File: src/rtl/fetch_unit.sv
// Instruction-fetch stage: owns the architectural PC, fetches one word at a time
// over imem req/ack and presents it to decode over inst_valid/inst_ready.
module fetch_unit #(
  parameter logic [29:0] RESET_PC = 30'h0000_0000
) (
  input  logic        clk,
  input  logic        reset,
  input  logic [29:0] next_pc,
  input  logic        redirect,
  input  logic [29:0] redirect_pc,
  output logic        imem_req,
  output logic [29:0] imem_addr,
  input  logic        imem_ack,
  input  logic [31:0] imem_rdata,
  output logic        inst_valid,
  output logic [31:0] inst,
  input  logic        inst_ready,
  output logic [29:0] pc,
  output logic [29:0] incr_pc,
  output logic [31:0] fetch_count
);

  typedef enum logic [1:0] {
    IDLE,
    FETCH,
    VALID,
    DRAIN
  } state_t;

  state_t      state, state_next;
  logic        req_next, valid_next;
  logic [29:0] pending_pc;

  assign imem_addr = pc;
  assign incr_pc   = pc + 30'd1;

  always_ff @(posedge clk) begin
    if (reset) begin
      state      <= IDLE;
      imem_req   <= 1'b0;
      inst_valid <= 1'b0;
    end else begin
      state      <= state_next;
      imem_req   <= req_next;
      inst_valid <= valid_next;
    end
  end

  always_comb begin
    state_next = state;
    case (state)
      IDLE:  state_next = FETCH;
      FETCH: begin
        if (imem_ack && !redirect)      state_next = VALID;
        else if (!imem_ack && redirect) state_next = DRAIN;
      end
      DRAIN: if (imem_ack) state_next = FETCH;
      VALID: if (redirect || inst_ready) state_next = FETCH;
      default: state_next = IDLE;
    endcase
  end

  // req/valid are registered, so they are decoded from the state being entered.
  always_comb begin
    req_next   = (state_next == FETCH) || (state_next == DRAIN);
    valid_next = (state_next == VALID);
  end

  always_ff @(posedge clk) begin
    if (reset) begin
      pc          <= RESET_PC;
      pending_pc  <= '0;
      inst        <= '0;
      fetch_count <= '0;
    end else begin
      case (state)
        IDLE: if (redirect) pc <= redirect_pc;
        FETCH: begin
          if (imem_ack) begin
            if (redirect) pc <= redirect_pc;
            else          inst <= imem_rdata;
          end else if (redirect) begin
            pending_pc <= redirect_pc;
          end
        end
        // The outstanding request keeps its address; the latest redirect wins.
        DRAIN: begin
          if (imem_ack)      pc <= redirect ? redirect_pc : pending_pc;
          else if (redirect) pending_pc <= redirect_pc;
        end
        VALID: begin
          if (redirect) begin
            pc <= redirect_pc;
          end else if (inst_ready) begin
            pc          <= next_pc;
            fetch_count <= fetch_count + 32'd1;
          end
        end
        default: ;
      endcase
    end
  end

endmodule

File: config.mk
export PLATFORM = sky130hd
export DESIGN_NAME = fetch_unit
export DESIGN_NICKNAME = d
export VERILOG_FILES = /design/src/rtl/fetch_unit.sv
export SDC_FILE = /design/constraint.sdc
export NUM_CORES = 1
export LEC_CHECK = 0
export BUFFER_PORTS_ARGS = -buffer_cell sky130_fd_sc_hd__buf_2
export CORE_UTILIZATION = 49
export DETAILED_ROUTE_END_ITERATION = 7
export PLACE_DENSITY_LB_ADDON = 0.2
export SKIP_LAST_GASP = 1
export SLEW_MARGIN = 20
export SYNTH_ARGS = -nofsm -noshare
export SYNTH_HDL_FRONTEND = slang
export SYNTH_SLANG_ARGS = --single-unit
File: constraint.sdc
create_clock -name clk -period 2.32 [get_ports clk]
set_input_delay 0.348 -clock clk [delete_from_list [all_inputs] [get_ports clk]]
set_output_delay 0.348 -clock clk [all_outputs]
set_load 0.01 [all_outputs]
Yosys cells after proc, flatten, opt, wreduce, memory -nomap -nowiden
Cells that the tools add are included.
Word-level totals
  register bits: 128
  input bits: 97
  output and inout bits: 156
  word-level logic and storage cells: 44
Cells by class
  add/sub/neg operators: 2
  equal/unequal tests: 9
  muxes and demuxes: 12
  bitwise logic cells: 2
  reduce and logical (&&, ||, !) cells: 12
Operator list (number)
  30-bit two-way mux: 6
  30-bit one-hot mux with 4 select lines: 1
  32-bit by 1-bit adder with 32-bit output (second input constant): 1
  30-bit by 1-bit adder with 30-bit output (second input constant): 1
  3-bit AND reduction: 3
  2-bit equality test (second input constant): 4
  2-bit two-way mux: 4
  2-bit one-hot mux with 4 select lines: 1
  2-bit by 1-bit equality test with 1-bit output (second input constant): 2
  2-bit inequality test (second input constant): 2
  3-bit inequality test (second input constant): 1
  1-bit logical AND: 2
  1-bit logical NOT: 2
  2-bit logical NOT: 1
  1-bit logical OR: 2
  1-bit NOT: 2
  2-bit AND reduction: 1
  2-bit OR reduction: 1

Depth between registers and ports, before layout
Gate-level depths: netlist of run 1.
  word-level depth: 7
  depth in mapped cells: 7
  depth with buffers taken out: 5

Worst setup path after synthesis of run 1
OpenSTA, ideal clock, no wires.
  kind: register to output
  start point: reg pc[0], in the netlist imem_addr[0]
  end point: out incr_pc[22]
  arrival time: 1765 ps
  required time: 1972 ps
  setup slack: 207 ps
  cell stages (with the launch flop): 7
  path buffers: 1
  cell sequence: dfxtp_1 -> ha_1 -> and3_1 -> clkbuf_1 -> nand4_1 -> nor4_1 -> xor2_1
Between the ends
  cells in the longest elaborated chain, start to end: 1
RTL lines
  start, declared: line 18  | output logic [29:0] pc,
  start signal, assigned: line 77  | IDLE: if (redirect) pc <= redirect_pc;
  start signal, assigned: line 80  | if (redirect) pc <= redirect_pc;
  start signal, assigned: line 88  | if (imem_ack) pc <= redirect ? redirect_pc : pending_pc;
  30-bit by 1-bit adder with 30-bit output: line 35  | assign incr_pc = pc + 30'd1;
  end, declared: line 19  | output logic [29:0] incr_pc,
Every way passes these cells.

Final worst setup path of run 1
Same ends and word-level chain as after synthesis.

==> metrics.md, run 1 <==
| Metric | Value |
|---|---|
| Status | completed |
| Synth Register Bits | 127 |
| Crit Reg-Reg Endpoint | fetch_count[31]$_SDFFE_PP0P_ |
| Post-Syn Instances | 790 |
| Pwr/cell area | roughly 710 nW/um^2 |
| Core Region | around 12000 um^2 |
| Flop2flop setup slack | roughly 0.23 ns |
| Final ANT Viol Nets | 0 |
| Vias in the first global route | ~5500 |
| CP Data Required Time | 1.97 ns |
| HP Class | in2reg |
| Fin Hold WS | 0.159 ns |
| Critical Path Source Type | flop |
| Number of synthesized flops with an enable pin | 0 |
| Storage element area | ~2600 um^2 |
| Gpl congestion | 0.861 |
| Hold path endpoint | inst[0]$_SDFFE_PP0P_ |
| Initial antenna violation count | 0 |
| Clock sink count | around 130 |
| Pleak | around 0.0036 uW |
| CTS Buffer Depth | 2 |
| Antenna diodes | 0 |
| Commonest non-fill, non-tap cell in the layout | buf_2 |
| Initial Util | 0.509 |
| Yosys warnings | 0 |
| Compound-gate portion of the synthesized area | 0.162 |
| Reg2reg path depth | 4 |
| Worst vdd ir | 0.515 mV |
| Largest family of logic cells by synthesized area | simple AND/OR/NAND/NOR gates |
| Final min period | around 2.3 ns |
| Die X | between 100 and 150 um |
| Residual DRC | 0 |
| Routed via count | around 6200 |
| H-tree depth | 4 |
| Area occupied by multi-input gates | around 3300 um^2 |
| Input/output buffers | between 200 and 300 |
| Register area share after synthesis | 0.411 |
| CTS Buf Count | 17 |
| Slew @ Worst Pin | between 0.6 and 0.7 ns |
| CTS tree | done |
| Max_cap viols | 0 |
| Final period util | 0.979 |
| XOR/XNOR share of the synthesized area | 0.0510 |
| Tot GR Track Use | 0.264 |
| Hold-fix buffers, CTS | 0 |
| Max Slew Vio Count | 0 |
| Post-synthesis simple-gate area fraction | 0.246 |
| Layout net count | between 1000 and 1500 |
| Final setup vio count | 0 |
| P&R area growth vs syn | 32.5% |
| Area of the mapped netlist | between 6000 and 7000 um^2 |
| Placed cell area | 7420 um^2 |
| Worst Setup End Kind | output port |
| Reg clk slew, reported paths | about 0.050 ns |
| Root Buffer | clkbuf_16 |
| Share of cells above drive strength 1 | 0.336 |
| Hold_sp | imem_rdata[0] |
| Post-synth cell types | 36 |
| Grt ovf | 0 |
| Worst path arrival time | 1.92 ns |
| Die area | 13100 um^2 |
| Initial DRC count | 333 |
| I/O pin count | approximately 250 |
| Syn_nets | 889 |
| Final hold violations | 0 |
| Max-slew headroom | 0.581 |
| Post-route cell area | around 8200 um^2 |
| Largest net degree at the start of global routing | just over 60 |
| Fill cells | approximately 1100 |
| Dpl hpwl | about 12000 um |
| Hold Crit Depth | 3 |
| Die height | 114 um |
| Max Clock Freq | 440 MHz |
| Average wire per standard cell | between 10 and 15 um |
| TNS Setup | 0 ns |
| FFs w/ async S/R, synth | 0 |
| Crit path kind | reg2out |
| Ys flop type | dfxtp_1 |
| Clk_skew | 0.00615 ns |
| Average size of a mapped cell | around 7.8 um^2 |
| Mux cell area share after synthesis | 0.0485 |
| Post-Synth Adder-Cell Area | 0.00405 |
| Commonest cells after routing, fill and taps aside | 251 x buf_2, 205 x nand2_1, 118 x a21oi_1 |
| Via density | ~5.3 |
| First-pass GRT wire length | 27100 um |
| RR Startpoint | fetch_count[4]$_SDFFE_PP0P_ |
| Skew-Pair Late Insertion Delay | 0.42 ns |
| Post-Route WL | between 15000 and 20000 um |
| Initial DRT Pass Iterations | 5 |
| RSZ-0062 raised after global routing | yes |
| FP Rows | 40 |
| Max FO, Critical Path | 8 |
critical path, stage by stage (launching register included):
cell and delay [ns]:
dfxtp_4 0.38, ha_4 0.14, and3_4 0.18, nand4_1 0.13, buf_6 0.20, nor4_4 0.15, xor2_1 0.16, buf_2 0.14
routing by layer:
metal,track usage,share of wire,vias up
met1,0.327,0.43,2845
met3,0.0720,0.067,31
li1,-,-,3150
met2,0.436,0.49,218
met4,0.0996,0.019,0
met5,0,0,-
metrics by stage:
stage | utilization | power, uW | instances | worst slack, ns
3_5_place_dp | 0.610 | 3030 | 1148 | 0.290
3_3_place_gp | 0.610 | 3020 | 1148 | 0.317
2_1_floorplan | - | 2770 | 790 | 0.207
6_report | 0.674 | 5800 | 1183 | 0.0492
5_1_grt | 0.674 | 6030 | 1183 | -0.0378
4_1_cts | 0.667 | 5830 | 1181 | 0.000353
cell type report:
| type | count | area share |
|---|---|---|
| clock buffers | 20 | 0.0557 |
| repair buffers | 278 | 0.182 |
| clock inverters | 12 | 0.0201 |
| inverters | 9 | 0.00412 |
| flip-flops and latches | 127 | 0.312 |
| multi-input cells | 569 | 0.400 |
| well taps | 168 | 0.0256 |
cells in the mapped netlist (2+ instances only):
| master | n | area (um^2) |
|---|---|---|
| and2_1 | 5 | 31.3 |
| nor2b_1 | 3 | 18.8 |
| nor2_1 | 15 | 56.3 |
| clkbuf_1 | 49 | 184 |
| buf_1 | 3 | 11.3 |
| xor2_1 | 19 | 166 |
| nand4_1 | 17 | 106 |
| nor3_1 | 10 | 50.1 |
| or3_1 | 6 | 37.5 |
| inv_1 | 9 | 33.8 |
| buf_6 | 2 | 22.5 |
| ha_1 | 2 | 25.0 |
| dfxtp_1 | 127 | 2540 |
| nand3_1 | 19 | 95.1 |
| xnor2_1 | 17 | 149 |
| o211ai_1 | 30 | 225 |
| mux2i_1 | 30 | 300 |
| buf_4 | 30 | 225 |
| and3_1 | 6 | 37.5 |
| or4_1 | 17 | 128 |
| o31ai_1 | 17 | 128 |
| and4_1 | 12 | 105 |
| a21oi_1 | 119 | 596 |
| o21ai_0 | 9 | 45.0 |
| nand2_1 | 205 | 769 |
| nor3b_1 | 2 | 15.0 |
cells by family after synthesis:
family | count (synthesis)
AO/OA/AOI/OAI | 176
XOR/XNOR | 36
adder cells (fa/ha/maj) | 2
buffers and inverters | 94
flip-flops | 127
multiplexers | 30
AND/OR/NAND/NOR | 325
sequential cells by signal, indices dropped and copies added, names as in the netlist:
register / flops
imem_addr: 30
inst: 32
inst_valid: 1
fetch_count: 32
state: 1
imem_req: 1
pending_pc: 30
report_power, final:
| group | total (uW) | internal, uW | switching, uW |
|---|---|---|---|
| Combinational | 661 | 287 | 374 |
| Clock | 2800 | 1840 | 963 |
| Sequential | 2330 | 2260 | 72.5 |
| Total | 5800 | 4390 | 1410 |
worst max path at each step:
stage	end	cells past startpoint	slack, ns	startpoint
after global routing	incr_pc[22]	7	-0.04	imem_addr[0]$_SDFFE_PP0P_
after global placement	incr_pc[22]	7	0.32	imem_addr[0]$_SDFFE_PP0P_
after floorplan	incr_pc[22]	6	0.21	imem_addr[0]$_SDFFE_PP0P_
after detailed placement	fetch_count[19]$_SDFFE_PP0P_	4	0.29	fetch_count[4]$_SDFFE_PP0P_
final	incr_pc[22]	7	0.05	imem_addr[0]$_SDFFE_PP0P_
after CTS	incr_pc[29]	6	0.0004	imem_addr[3]$_SDFFE_PP0P_
timing repair:
item,4_1_cts,5_1_grt
pin swaps,3,0
buffers inserted,1,2
gates resized for setup,20,16
endpoints found under the setup margin,13,12
No activity file was read; power rests on OpenSTA's default activity.
==> run 2, diff against run 1 <==
Settings changed: CELL_PAD_IN_SITES_DETAIL_PLACEMENT set to 1, CELL_PAD_IN_SITES_GLOBAL_PLACEMENT set to 1, CORE_UTILIZATION 49 to 34, SETUP_SLACK_MARGIN set to 0.2.
==> run 2 against run 1 <==
Net effect: the run now ends with negative setup slack left; fmax shrank 2.7%; core utilization fell by 19 points; via count grew 3.8%; count of clock-buffer cells in the layout grew 3; largest power group unchanged.
==> metrics.md, run 2 (synthesis results as in run 1) <==
| Metric | Value |
|---|---|
| Status | finished, violations left (was completed) |
| Failing checks | negative setup slack |
| Die area | 18700 um^2 (was 13100 um^2) |
| I/O pin count | 253 (unchanged) |
| Core Region | 17500 um^2 (was 12200 um^2) |
| Tot GR Track Use | 0.221 (was 0.264) |
| Slew @ Worst Pin | 0.382 ns (was 0.629 ns) |
| Clock sink count | 127 (unchanged) |
| Antenna diodes | 0 (unchanged) |
| Vias in the first global route | 6271 (was 5484) |
| Initial Util | 0.353 (was 0.509) |
| Initial antenna violation count | 0 (unchanged) |
| Max_cap viols | 0 (unchanged) |
| Clk_skew | 0.00569 ns (was 0.00615 ns) |
| Biggest registers after layout | fetch_count: 32 flops, inst: 32 flops (unchanged) |
| Routed via count | 6483 (was 6244) |
| Final period util | 1.01 (was 0.979) |
| Max Clock Freq | 429 MHz (was 440 MHz) |
| Final ANT Viol Nets | 0 (unchanged) |
| CTS Buf Count | 17 (unchanged) |
| Max-slew headroom | 0.745 (was 0.581) |
| Max FO, Critical Path | 5 (was 8) |
| Crit-path cells | buf_6, and4_4, nand4_1, buf_6, nor3_2, xor2_1, buf_2 (was ha_4, and3_4, nand4_1, buf_6, nor4_4, xor2_1, buf_2) |
| CP max stage cell | dfxtp_2 (was dfxtp_4) |
| P&R area growth vs syn | 37.4% (was 32.5%) |
| Crit Reg-Reg Endpoint | fetch_count[31]$_SDFFE_PP0P_ (unchanged) |
| Reg2reg path depth | 5 (was 4) |
| Total Power | 5930 uW (was 5800 uW) |
| Fill cells | 2207 (was 1111) |
| Post-Route WL | 21000 um (was 17200 um) |
| Initial DRC count | 280 (was 333) |
| First-pass GRT wire length | 32300 um (was 27100 um) |
| Commonest non-fill, non-tap cell in the layout | buf_2 (unchanged) |
| Dpl hpwl | 14000 um (was 11700 um) |
| Via density | 5.17 (was 5.28) |
| Worst Setup End Kind | output port (unchanged) |
| Family with the most delay on the worst path | simple AND/OR/NAND/NOR gates (unchanged) |
| Worst vdd ir | 0.483 mV (was 0.515 mV) |
| CTS tree | done (unchanged) |
| Input/output buffers | 252 (unchanged) |
| Die X | 137 um (was 114 um) |
| Critical Path Source Type | flop (unchanged) |
| RSZ-0062 raised after global routing | yes (unchanged) |
| Layout net count | 1114 (was 1101) |
| H-tree depth | 4 (unchanged) |
| Residual DRC | 0 (unchanged) |
| Max incr delay on CP | 0.36 ns (was 0.38 ns) |
| Commonest cells after routing, fill and taps aside | 251 x buf_2, 203 x nand2_1, 118 x a21oi_1 (was 251 x buf_2, 205 x nand2_1, 118 x a21oi_1) |
| RR Startpoint | fetch_count[4]$_SDFFE_PP0P_ (unchanged) |
| Hold path endpoint | inst[0]$_SDFFE_PP0P_ (unchanged) |
| Fin Hold WS | 0.164 ns (was 0.159 ns) |
| Worst path arrival time | 1.98 ns (was 1.92 ns) |
| Skew-Pair Late Insertion Delay | 0.41 ns (was 0.42 ns) |
| Gpl congestion | 0.765 (was 0.861) |
| Die height | 137 um (was 114 um) |
| Pwr/cell area | 697 nW/um^2 (was 707 nW/um^2) |
| Crit path kind | reg2out (unchanged) |
| CTS Buffer Depth | 2 (unchanged) |
| Reg clk slew, reported paths | 0.06 ns (was 0.05 ns) |
| Largest net degree at the start of global routing | 55 (was 61) |
| Final hold violations | 0 (unchanged) |
| Flop2flop setup slack | 0.25 ns (was 0.23 ns) |
| Max Slew Vio Count | 0 (unchanged) |
| Final min period | 2.33 ns (was 2.27 ns) |
| Buf+Inv Stages, Crit Path | 3 (was 2) |
| HP Class | in2reg (unchanged) |
| CP Data Required Time | 1.97 ns (about the same) |
| Most used cell, CP | buf_6 |
| Core Util, Final | 0.485 (was 0.674) |
| Grt ovf | 0 (unchanged) |
| Average wire per standard cell | 16.8 um (was 14.6 um) |
| TNS Setup | -0.0241 ns (was 0 ns) |
| Final setup vio count | 3 (was 0) |
| Worst Slack Setup Final | -0.0126 ns (was 0.0492 ns) |
| Hold Crit Depth | 3 (unchanged) |
| Initial DRT Pass Iterations | 4 (was 5) |
| Root Buffer | clkbuf_16 (unchanged) |
| Hold_sp | imem_rdata[0] (unchanged) |
| FP Rows | 48 (was 40) |
| Share of cells above drive strength 1 | 0.360 (was 0.336) |
| Pleak | 0.00370 uW (was 0.00359 uW) |
run 2: cell types whose count changed in the layout (fill, tap and decap cells not counted), sizes merged:
| cell | before | now |
|---|---|---|
| buf | 278 | 288 |
| clkinv | 6 | 1 |
| clkbuf | 20 | 23 |
| or4 | 18 | 21 |
| clkinvlp | 2 | 4 |
run 2: repair_timing:
| action | in CTS | in global routing |
|---|---|---|
| buffers inserted | 3 | 6 |
| gates resized for setup | 31 | 39 |
| hold buffers | 0 | 0 |
| cloned | 3 | 1 |
| endpoints found under the setup margin | 20 | 41 |
| pin swaps | 4 | 12 |
run 2: area by class of cell:
| class | count | area (um^2) | area share |
|---|---|---|---|
| Multi-Input combinational cell | 572 | 3370 | 0.397 |
| Sequential cell | 127 | 2570 | 0.303 |
| Timing Repair Buffer | 288 | 1600 | 0.188 |
| Clock buffer | 23 | 488 | 0.0574 |
| Tap cell | 225 | 282 | 0.0331 |
| Clock inverter | 9 | 155 | 0.0182 |
| Inverter | 9 | 33.8 | 0.00397 |
run 2: worst max-delay path by stage:
stage / startpoint / to / slack [ns] / cells after the start
floorplan: imem_addr[0]$_SDFFE_PP0P_ / incr_pc[22] / 0.21 / 6
global placement: imem_addr[1]$_SDFFE_PP0P_ / incr_pc[22] / 0.28 / 7
detailed placement: fetch_count[4]$_SDFFE_PP0P_ / fetch_count[26]$_SDFFE_PP0P_ / 0.24 / 4
CTS: imem_addr[0]$_SDFFE_PP0P_ / incr_pc[29] / 0.03 / 7
global route: imem_addr[0]$_SDFFE_PP0P_ / incr_pc[29] / -0.1 / 7
finish: imem_addr[0]$_SDFFE_PP0P_ / incr_pc[29] / -0.01 / 7
run 2: stage by stage:
stage	instances	instance area [um^2]	worst slack, ns
4_1_cts	1246	8320	0.0337
2_1_floorplan	790	6190	0.207
6_report	1253	8500	-0.0126
5_1_grt	1253	8500	-0.0997
3_3_place_gp	1208	7530	0.278
3_5_place_dp	1208	7530	0.236
run 2: worst reg2reg max path, stage by stage (launching register included):
cell and delay, ns:
dfxtp_2 0.37, nand4_1 0.13, buf_4 0.18, or4_4 0.57
or4_1 0.55, a21oi_1 0.19
run 2: report_power, final:
part	switching, uW	leakage (uW)	total (uW)	internal (uW)
sequential	80.4	0.00104	2340	2260
clock	997	0.000302	2910	1910
combinational	382	0.00236	677	295
total	1460	0.00370	5930	4470
run 2: metal layers:
layer  share of wire  track usage  vias up  wire length [um]
li1                -            -     3176                 -
met5               0            0        -                 0
met4           0.012       0.0586        0               242
met3           0.069       0.0644       22              1450
met1            0.43        0.264     3095              9030
met2            0.49        0.385      190             10300
==> run 3, diff against run 2 <==
Settings changed: CORE_UTILIZATION 34 to 30.
==> run 3 against run 2 <==
Net effect: the run now ends clean; count of clock-buffer cells in the layout fell by 6; fmax rose by 1.5%; flip-flop and latch count did not move; global-route usage fell by 2.7 points; clock skew rose by 0.0026 ns; cell count rose by 4.2%; largest cell class unchanged.
==> metrics.md, run 3 (synthesis results as in run 1) <==
| Metric | Value |
|---|---|
| Status | completed (was finished, violations left) |
| Final min period | 2.30 ns (was 2.33 ns) |
| FP Rows | 52 (was 48) |
| Net Switching | 1530 uW (was 1460 uW) |
| Storage element area | 2570 um^2 (about the same) |
| Combinational power share | 0.121 (was 0.114) |
| Reg clk slew, reported paths | 0.06 ns (about the same) |
| Max-slew headroom | 0.625 (was 0.745) |
| Hold-fix buffers, CTS | 0 (unchanged) |
| Core Region | 20200 um^2 (was 17500 um^2) |
| Crit path kind | reg2out (unchanged) |
| Initial Util | 0.306 (was 0.353) |
| Worst setup endpoint | incr_pc[18] (was incr_pc[29]) |
| Gpl congestion | 0.803 (was 0.765) |
| RSZ-0062 raised after global routing | yes (unchanged) |
| Worst vdd ir | 0.472 mV (was 0.483 mV) |
| Grt ovf | 0 (unchanged) |
| Max Clock Freq | 435 MHz (was 429 MHz) |
| Skew-Pair Late Insertion Delay | 0.41 ns (about the same) |
| Reg2reg path depth | 5 (unchanged) |
| CP Data Required Time | 1.97 ns (about the same) |
| Initial DRC count | 147 (was 280) |
| Pwr/cell area | 678 nW/um^2 (was 697 nW/um^2) |
| Pleak | 0.00370 uW (about the same) |
| Slew @ Worst Pin | 0.563 ns (was 0.382 ns) |
| Final hold violations | 0 (unchanged) |
| First-pass GRT wire length | 33100 um (was 32300 um) |
| Max_cap viols | 0 (unchanged) |
| CTS tree | done (unchanged) |
| Routed via count | 6405 (was 6483) |
| CTS Buffer Depth | 2 (unchanged) |
| Worst Setup End Kind | output port (unchanged) |
| Placed cell area | 7650 um^2 (was 7530 um^2) |
| Core Util, Final | 0.423 (was 0.485) |
| Die height | 146 um (was 137 um) |
| I/O pin count | 253 (unchanged) |
| Clk_skew | 0.00828 ns (was 0.00569 ns) |
| Largest net degree at the start of global routing | 48 (was 55) |
| Crit Reg-Reg Endpoint | fetch_count[31]$_SDFFE_PP0P_ (unchanged) |
| Initial DRT Pass Iterations | 4 (unchanged) |
| Vias in the first global route | 6226 (was 6271) |
| H-tree depth | 4 (unchanged) |
| Root Buffer | clkbuf_16 (unchanged) |
| HP Class | in2reg (unchanged) |
| Die X | 146 um (was 137 um) |
| Final ANT Viol Nets | 0 (unchanged) |
| Residual DRC | 0 (unchanged) |
| Input/output buffers | 252 (unchanged) |
| Internal power | 4270 uW (was 4470 uW) |
| Commonest cells after routing, fill and taps aside | 251 x buf_2, 204 x nand2_1, 115 x a21oi_1 (was 251 x buf_2, 203 x nand2_1, 118 x a21oi_1) |
| Max FO, Critical Path | 8 (was 5) |
| Post-route cell area | 8560 um^2 (was 8500 um^2) |
| Area occupied by multi-input gates | 3350 um^2 (was 3370 um^2) |
| Tot GR Track Use | 0.194 (was 0.221) |
| Max Slew Vio Count | 0 (unchanged) |
| Post-Route WL | 20800 um (was 21000 um) |
| Average wire per standard cell | 16.0 um (was 16.8 um) |
| Clock share of power | 0.478 (was 0.491) |
| Flop2flop setup slack | 0.23 ns (was 0.25 ns) |
| P&R area growth vs syn | 38.4% (was 37.4%) |
| Die area | 21200 um^2 (was 18700 um^2) |
| Worst path arrival time | 1.95 ns (was 1.98 ns) |
| Switching Fraction | 0.264 (was 0.246) |
| Layout net count | 1121 (was 1114) |
| Dpl hpwl | 14500 um (was 14000 um) |
| Final period util | 0.991 (was 1.01) |
| Initial antenna violation count | 2 (was 0) |
| RR Startpoint | fetch_count[4]$_SDFFE_PP0P_ (unchanged) |
| Biggest registers after layout | fetch_count: 32 flops, inst: 32 flops (unchanged) |
| Critical Path Source Type | flop (unchanged) |
| CP startpoint | imem_addr[0]$_SDFFE_PP0P_ (unchanged) |
| Final setup vio count | 0 (was 3) |
| Clock sink count | 127 (unchanged) |
| Sequential power share | 0.401 (was 0.395) |
| CTS Buf Count | 17 (unchanged) |
| Fill cells | 2544 (was 2207) |
| Commonest non-fill, non-tap cell in the layout | buf_2 (unchanged) |
| Via density | 4.90 (was 5.17) |
| Share of cells above drive strength 1 | 0.362 (was 0.360) |
run 3: cell count changes in the layout (fill, tap and decap cells not counted), moves of 4 or more:
cell      delta
buf_4        +6
clkbuf_8     -4
dfxtp_1      +5
dfxtp_2      -6
inv_6        +4
nor2_4       -4
run 3: critical path: stages (launching register included):
cell	delay, ns
dfxtp_2	0.34
buf_6	0.10
ha_4	0.12
and3_4	0.20
nand4_1	0.12
buf_6	0.19
buf_4	0.14
nor2_4	0.07
xnor2_1	0.11
buf_2	0.14
run 3: power by group through the flow:
stage                     clock [uW]  sequential [uW]  combinational (uW)
after global placement             0             2370                 687
after floorplan                    0             2400                 367
after detailed placement           0             2380                 695
after global routing            2960             2340                 775
final                           2770             2330                 704
after CTS                       2860             2330                 712
run 3: area by class of cell:
type | instances | share of cell area
Antenna cell | 1 | 0.000292
Clock inverter | 15 | 0.0215
Inverter | 9 | 0.00395
Sequential cell | 127 | 0.300
Timing Repair Buffer | 295 | 0.194
Multi-Input combinational cell | 572 | 0.391
Tap cell | 270 | 0.0395
Clock buffer | 17 | 0.0497
run 3: through the flow:
stage	TNS (ns)	setup WS [ns]	hold slack [ns]	power, uW	std cells
finish	0	0.0215	0.165	5800	1306
global route	-0.738	-0.106	0.159	6070	1306
CTS	0	0.0482	0.144	5900	1299
detailed placement	0	0.251	0.445	3070	1260
global placement	0	0.273	0.440	3060	1260
floorplan	0	0.207	0.436	2770	790
run 3: how the worst min path moves through the flow:
stage                                     startpoint                         end  slack (ns)  cells after the start
after detailed placement        inst[4]$_SDFFE_PP0P_        inst[4]$_SDFFE_PP0P_        0.45                      2
after global placement         inst[21]$_SDFFE_PP0P_       inst[21]$_SDFFE_PP0P_        0.44                      2
after global routing                  imem_rdata[15]       inst[15]$_SDFFE_PP0P_        0.16                      3
after floorplan           pending_pc[0]$_SDFFE_PP0P_  pending_pc[0]$_SDFFE_PP0P_        0.44                      2
final                                 imem_rdata[27]       inst[27]$_SDFFE_PP0P_        0.17                      3
after CTS                             imem_rdata[27]       inst[27]$_SDFFE_PP0P_        0.14                      3
run 3: timing repair:
| item | in CTS | in global routing |
|---|---|---|
| hold endpoints to repair | 0 | 0 |
| pin swaps | 5 | 9 |
| cloned | 0 | 3 |
| setup endpoints to repair | 19 | 35 |
| setup buffers | 7 | 3 |
| gates resized for setup | 39 | 17 |
run 3: routing by layer:
layer | vias up | share of wire | global-route usage
li1 | 3189 | - | -
met1 | 3066 | 0.45 | 0.243
met2 | 131 | 0.50 | 0.332
met3 | 17 | 0.043 | 0.0433
met4 | 2 | 0.0097 | 0.0568
met5 | - | 0.00062 | 0
